<file path="src/rtl/mod100_display_scan.sv">
// Two-digit multiplexed 7-segment driver for the mod-100 counter's BCD pair.
// Optional leading-zero blanking of the tens digit: define MOD100_DISPLAY_SCAN_LZB_EN.
module mod100_display_scan #(
    parameter int unsigned SCAN_DIV = 1000
) (
    input  logic       clk,
    input  logic       rst,
    input  logic [3:0] d1,
    input  logic [3:0] d0,
    input  logic       load,
    input  logic       blank,
    output logic [6:0] seg,
    output logic [1:0] an,
    output logic       err
);

    localparam int unsigned PW = (SCAN_DIV > 1) ? $clog2(SCAN_DIV) : 1;
    localparam logic [PW-1:0] PC_LAST = PW'(SCAN_DIV - 1);

    typedef enum logic {
        UNITS = 1'b0,
        TENS  = 1'b1
    } slot_t;

    logic [PW-1:0] pc_r;
    slot_t         slot_r;
    logic [3:0]    sh1_r;
    logic [3:0]    sh0_r;
    logic [3:0]    digit_s;
    logic          dark_s;
    logic [1:0]    an_s;
    logic [6:0]    seg_s;

    function automatic logic [6:0] seg_decode(input logic [3:0] d);
        logic [6:0] s;
        case (d)
            4'd0:    s = 7'h3F;
            4'd1:    s = 7'h06;
            4'd2:    s = 7'h5B;
            4'd3:    s = 7'h4F;
            4'd4:    s = 7'h66;
            4'd5:    s = 7'h6D;
            4'd6:    s = 7'h7D;
            4'd7:    s = 7'h07;
            4'd8:    s = 7'h7F;
            4'd9:    s = 7'h6F;
            default: s = 7'h40;
        endcase
        return s;
    endfunction

    // Next-cycle drive: dark during blank, dead time, or a blanked leading zero.
    always_comb begin
        digit_s = 4'd0;
        dark_s  = 1'b0;
        an_s    = 2'b00;
        seg_s   = 7'h00;
        if (slot_r == TENS) begin
            digit_s = sh1_r;
            an_s    = 2'b10;
        end else begin
            digit_s = sh0_r;
            an_s    = 2'b01;
        end
        if (blank) begin
            dark_s = 1'b1;
        end else if (pc_r == '0) begin
            dark_s = 1'b1;
`ifdef MOD100_DISPLAY_SCAN_LZB_EN
        end else if ((slot_r == TENS) && (sh1_r == 4'd0)) begin
            dark_s = 1'b1;
`endif
        end else begin
            dark_s = 1'b0;
        end
        seg_s = seg_decode(digit_s);
    end

    // Prescaler, slot toggle, shadow capture, sticky error and registered outputs.
    always_ff @(posedge clk or posedge rst) begin
        if (rst) begin
            pc_r   <= '0;
            slot_r <= UNITS;
            sh1_r  <= 4'd0;
            sh0_r  <= 4'd0;
            err    <= 1'b0;
            seg    <= 7'h00;
            an     <= 2'b00;
        end else begin
            if (pc_r == PC_LAST) begin
                pc_r <= '0;
                case (slot_r)
                    UNITS:   slot_r <= TENS;
                    TENS:    slot_r <= UNITS;
                    default: slot_r <= UNITS;
                endcase
            end else begin
                pc_r <= pc_r + {{(PW-1){1'b0}}, 1'b1};
            end
            if (load) begin
                sh1_r <= d1;
                sh0_r <= d0;
                if ((d1 > 4'd9) || (d0 > 4'd9)) begin
                    err <= 1'b1;
                end
            end
            if (dark_s) begin
                seg <= 7'h00;
                an  <= 2'b00;
            end else begin
                seg <= seg_s;
                an  <= an_s;
            end
        end
    end

endmodule

</file>
<file path="config.mk">
export PLATFORM = sky130hd
export DESIGN_NAME = mod100_display_scan
export DESIGN_NICKNAME = d
export VERILOG_FILES = /design/src/rtl/mod100_display_scan.sv
export SDC_FILE = /design/constraint.sdc
export NUM_CORES = 1
export LEC_CHECK = 0
export CORE_MARGIN = 5
export CORE_UTILIZATION = 47
export DETAILED_ROUTE_END_ITERATION = 8
export PLACE_DENSITY_LB_ADDON = 0.15
export SYNTH_ARGS = -nofsm -noshare
export SYNTH_HDL_FRONTEND = slang
export SYNTH_SLANG_ARGS = --single-unit
</file>
<file path="constraint.sdc">
create_clock -name clk -period 1.35 [get_ports clk]
set_input_delay 0.27 -clock clk [delete_from_list [all_inputs] [get_ports clk]]
set_output_delay 0.27 -clock clk [all_outputs]
set_load 0.01 [all_outputs]
</file>
==> key figures, run 1 <==
Outcome
  • Status: complete, but fails checks
  • Failing checks: setup timing

Detailed routing
  • Detailed Routing Iterations Pass 1: 4
  • Wire per inst: between 10 and 15 um
  • Routed vias: between 1,000 and 1,500
  • Post-DR vias/cell: about 5.3
  • Final WL: roughly 2800 um
  • Iter 0 DRT Violations: 25
  • DRC Markers: 0
  • Antenna-violating nets left: 0

Logic synthesis
  • Synth top area cells: dfrtp_1 53%, mux2_2 7.4%, ha_1 5.5%
  • Netlist cell types: 33
  • Post-synthesis cell area: between 1000 and 1500 um^2
  • Cells after Synth: roughly 120
  • FFs w/ async S/R, synth: 1.00
  • Synth cell count leaders: 29 x dfrtp_1, 11 x nor2_1, 9 x a21oi_1, 9 x mux2_2, 7 x inv_1
  • Syn Nets: between 100 and 150
  • Ys flop type: dfrtp_1
  • Yosys warning count: 0
  • Most common cell in the netlist: dfrtp_1
  • Synth Register Bits: 29
  • Register area share after synthesis: 0.529
  • Post-synth top area share: 0.529
  • Number of synthesized flops with an enable pin: 0
  • Post-synth top area cell: dfrtp_1
  • Syn avg cell area: about 11 um^2

Layout
  • Area delta synth->final: 44.3%
  • Antenna Diode Count: 0
  • Share of cells above drive strength 1: 0.391
  • Filler instances: 210
  • Util after Layout: 0.711
  • Fin nets: around 190

Setup path
  • Kind of end point of the critical path: register
  • R2r setup slk: -0.13 ns
  • Worst EP arrival: 1.73 ns
  • WP buf/inv: 1
  • Critical path class: register to register
  • Critical-path top delay cell: dfrtp_2
  • Crit path cell chain: mux2i_4, inv_2, ha_4, a21oi_2, o21ai_1, a21oi_1
  • R2R cell count: 6
  • Crit path required time: between 1.5 and 2 ns
  • CP Depth: 6
  • Crit-path max FO: 6
  • CP Launch Type: register
  • Top delay family on crit path: flip-flops
  • Worst path max stage delay: 0.47 ns

Placed design
  • DP HPWL: ~2000 um
  • I/O Buffers: 21
  • Placer Congestion: between 0.7 and 0.8
  • Pre-CTS setup slack: -0.184 ns

STA
  • Total count of hold-check failures in the final report: 0
  • Slew HR: 0.763
  • Post-route setup slack: -0.134 ns
  • Peak Freq: 674 MHz
  • Slew Limit Fails: 0
  • Min Tclk post-route: 1.48 ns
  • RSZ-0062 raised after global routing: yes
  • Fin Clk Skew: around 0.0036 ns
  • Final setup viols: 7
  • Fin crit share: 1.10
  • Worst-Margin Slew: between 0.3 and 0.4 ns

Power
  • Comb pwr share: 0.173
  • Lkg Pwr: roughly 0.84 nW
  • Switching Share: 0.254
  • Switching power: 0.000451 W
  • PD cells: ~900 nW/um^2
  • VDD IR max: roughly 0.00084 V
  • Sequential power share: 0.533
  • Clock Power Share: 0.294
  • Int Pwr: approximately 0.0013 W

Global routing
  • Largest net degree at the start of global routing: 30
  • Vias in the first global route: around 1,100
  • Global-route wire length before repair: ~4600 um
  • Gr usage total: 0.144
  • Initial antenna violation count: 0
  • Grt ovf: 0

Clocking
  • Cts bufs inserted: 5
  • CTS tree: built
  • Clock Sinks: 29
  • CTS Buffer Depth: 2
  • CTS root buf: clkbuf_4
  • CTS Hold Buffers Added: 0
  • Clk Latency, worst-skew pair: roughly 0.32 ns
  • H-tree depth: 2
  • Clock slew at reported path FFs: around 0.08 ns

Floorplanning
  • FP Rows: 19
  • Die X: about 64 um
  • Die Ht: approximately 64 um
  • Core Box Area: ~2800 um^2
  • Initial Util: 0.493
  • Die area: about 4100 um^2
  • Top-Level Pins: 22

Run
  • Max Cap Viol: 0

Worst hold path
  • Worst min-delay path category: input port to async pin
==> path summary, 6_finish.rpt <==
| check | start | to |
|---|---|---|
| max in group asynchronous | rst | slot_r$_DFFE_PP0N_ |
| worst min-delay path | rst | sh1_r[3]$_DFFE_PP0P_ |
| worst max register to register | slot_r$_DFFE_PP0N_ | seg[3]$_DFF_PP0_ |
| min in group clk | err$_DFFE_PP0P_ | err$_DFFE_PP0P_ |
| worst max-delay path | slot_r$_DFFE_PP0N_ | seg[3]$_DFF_PP0_ |
| worst min register to register | err$_DFFE_PP0P_ | err$_DFFE_PP0P_ |
==> what timing repair did <==
action | 4_1_cts | 5_1_grt
gates resized for setup | 24 | 17
setup buffers | 1 | 7
pin swaps | 5 | 17
endpoints found under the setup margin | 18 | 14
==> power groups by stage <==
stage | registers [W] | logic, W | clock network (W)
floorplan | 0.000970 | 0.000133 | 0
global placement | 0.000962 | 0.000266 | 0
detailed placement | 0.000965 | 0.000275 | 0
CTS | 0.000945 | 0.000283 | 0.000540
global route | 0.000953 | 0.000334 | 0.000585
finish | 0.000946 | 0.000307 | 0.000522
==> through the flow <==
stage	TNS, ns	hold slack [ns]	instance area, um^2	total power [W]	cells
6_report	-0.528	0.282	1980	0.00177	200
5_1_grt	-1.51	0.297	1980	0.00187	200
4_1_cts	-0.436	0.274	1850	0.00177	193
3_5_place_dp	-1.04	0.459	1750	0.00124	185
3_3_place_gp	-0.450	0.461	1750	0.00123	185
2_1_floorplan	-0.0104	0.348	1390	0.00110	121
==> per-layer routing <==
metal  vias to the layer above  track usage  routed length (um)
li1                        516            -                   -
met1                       513        0.166                1210
met2                        26        0.234                1330
met3                        11       0.0508                 156
met4                         0       0.0753                  80
met5                         -            0                   0
==> registers in the layout, summed over array words and instances, names as in the netlist <==
register and cells:
an 2, sh0_r 4, err 1, seg 7, pc_r 10, sh1_r 4, slot_r 1
==> worst min-delay path, delay by kind of cell <==
family | cells | cell delay [ns]
buf+inv | 3 | 0.70
==> cell type report <==
type | count | area (um^2) | area share
Inverter | 7 | 26.3 | 0.0133
Timing Repair Buffer | 43 | 390 | 0.197
Clock buffer | 7 | 55.1 | 0.0278
Multi-Input combinational cell | 83 | 739 | 0.374
Sequential cell | 29 | 728 | 0.368
Tap cell | 31 | 38.8 | 0.0196
==> cell usage in the layout (no fill, tap or decap), types with 2 or more instances in the layout <==
cell type	Yosys	routed
xor2_1	4	4
clkdlybuf4s50_1	0	11
xnor2_1	3	2
o211ai_1	3	3
dfrtp_1	29	27
clkbuf_4	0	5
inv_1	7	5
nand3_1	2	2
ha_4	0	3
nor2_1	11	9
buf_4	0	17
or3_1	2	2
o21ai_1	0	3
buf_6	1	4
ha_2	0	2
nor3_1	3	3
nand4_1	2	2
inv_2	0	2
mux2i_4	0	2
mux2_2	9	9
dlygate4sd2_1	0	10
nand2_1	6	5
a21oi_1	9	4
dfrtp_2	0	2
mux2i_1	4	2
a21oi_2	0	5
nor2_2	1	2
==> cells by family after synthesis <==
family,share of synthesized area
xor+xnor,0.0447
compound gates,0.0931
flops,0.529
simple gates,0.134
fa+ha+maj,0.0547
buf+inv,0.0301
mux,0.114
Power figures use the tool's default switching activity.
==> run 2, diff against run 1 <==
Settings changed: GPL_ROUTABILITY_DRIVEN set to 0.
==> results of run 2 <==
Same layout as run 1: the final DEF is identical, and so are final timing and power.
==> run 3, diff against run 2 <==
Settings changed: CTS_CLUSTER_DIAMETER set to 50.
==> results of run 3 <==
Same layout as run 1: the final DEF is identical, and so are final timing and power.
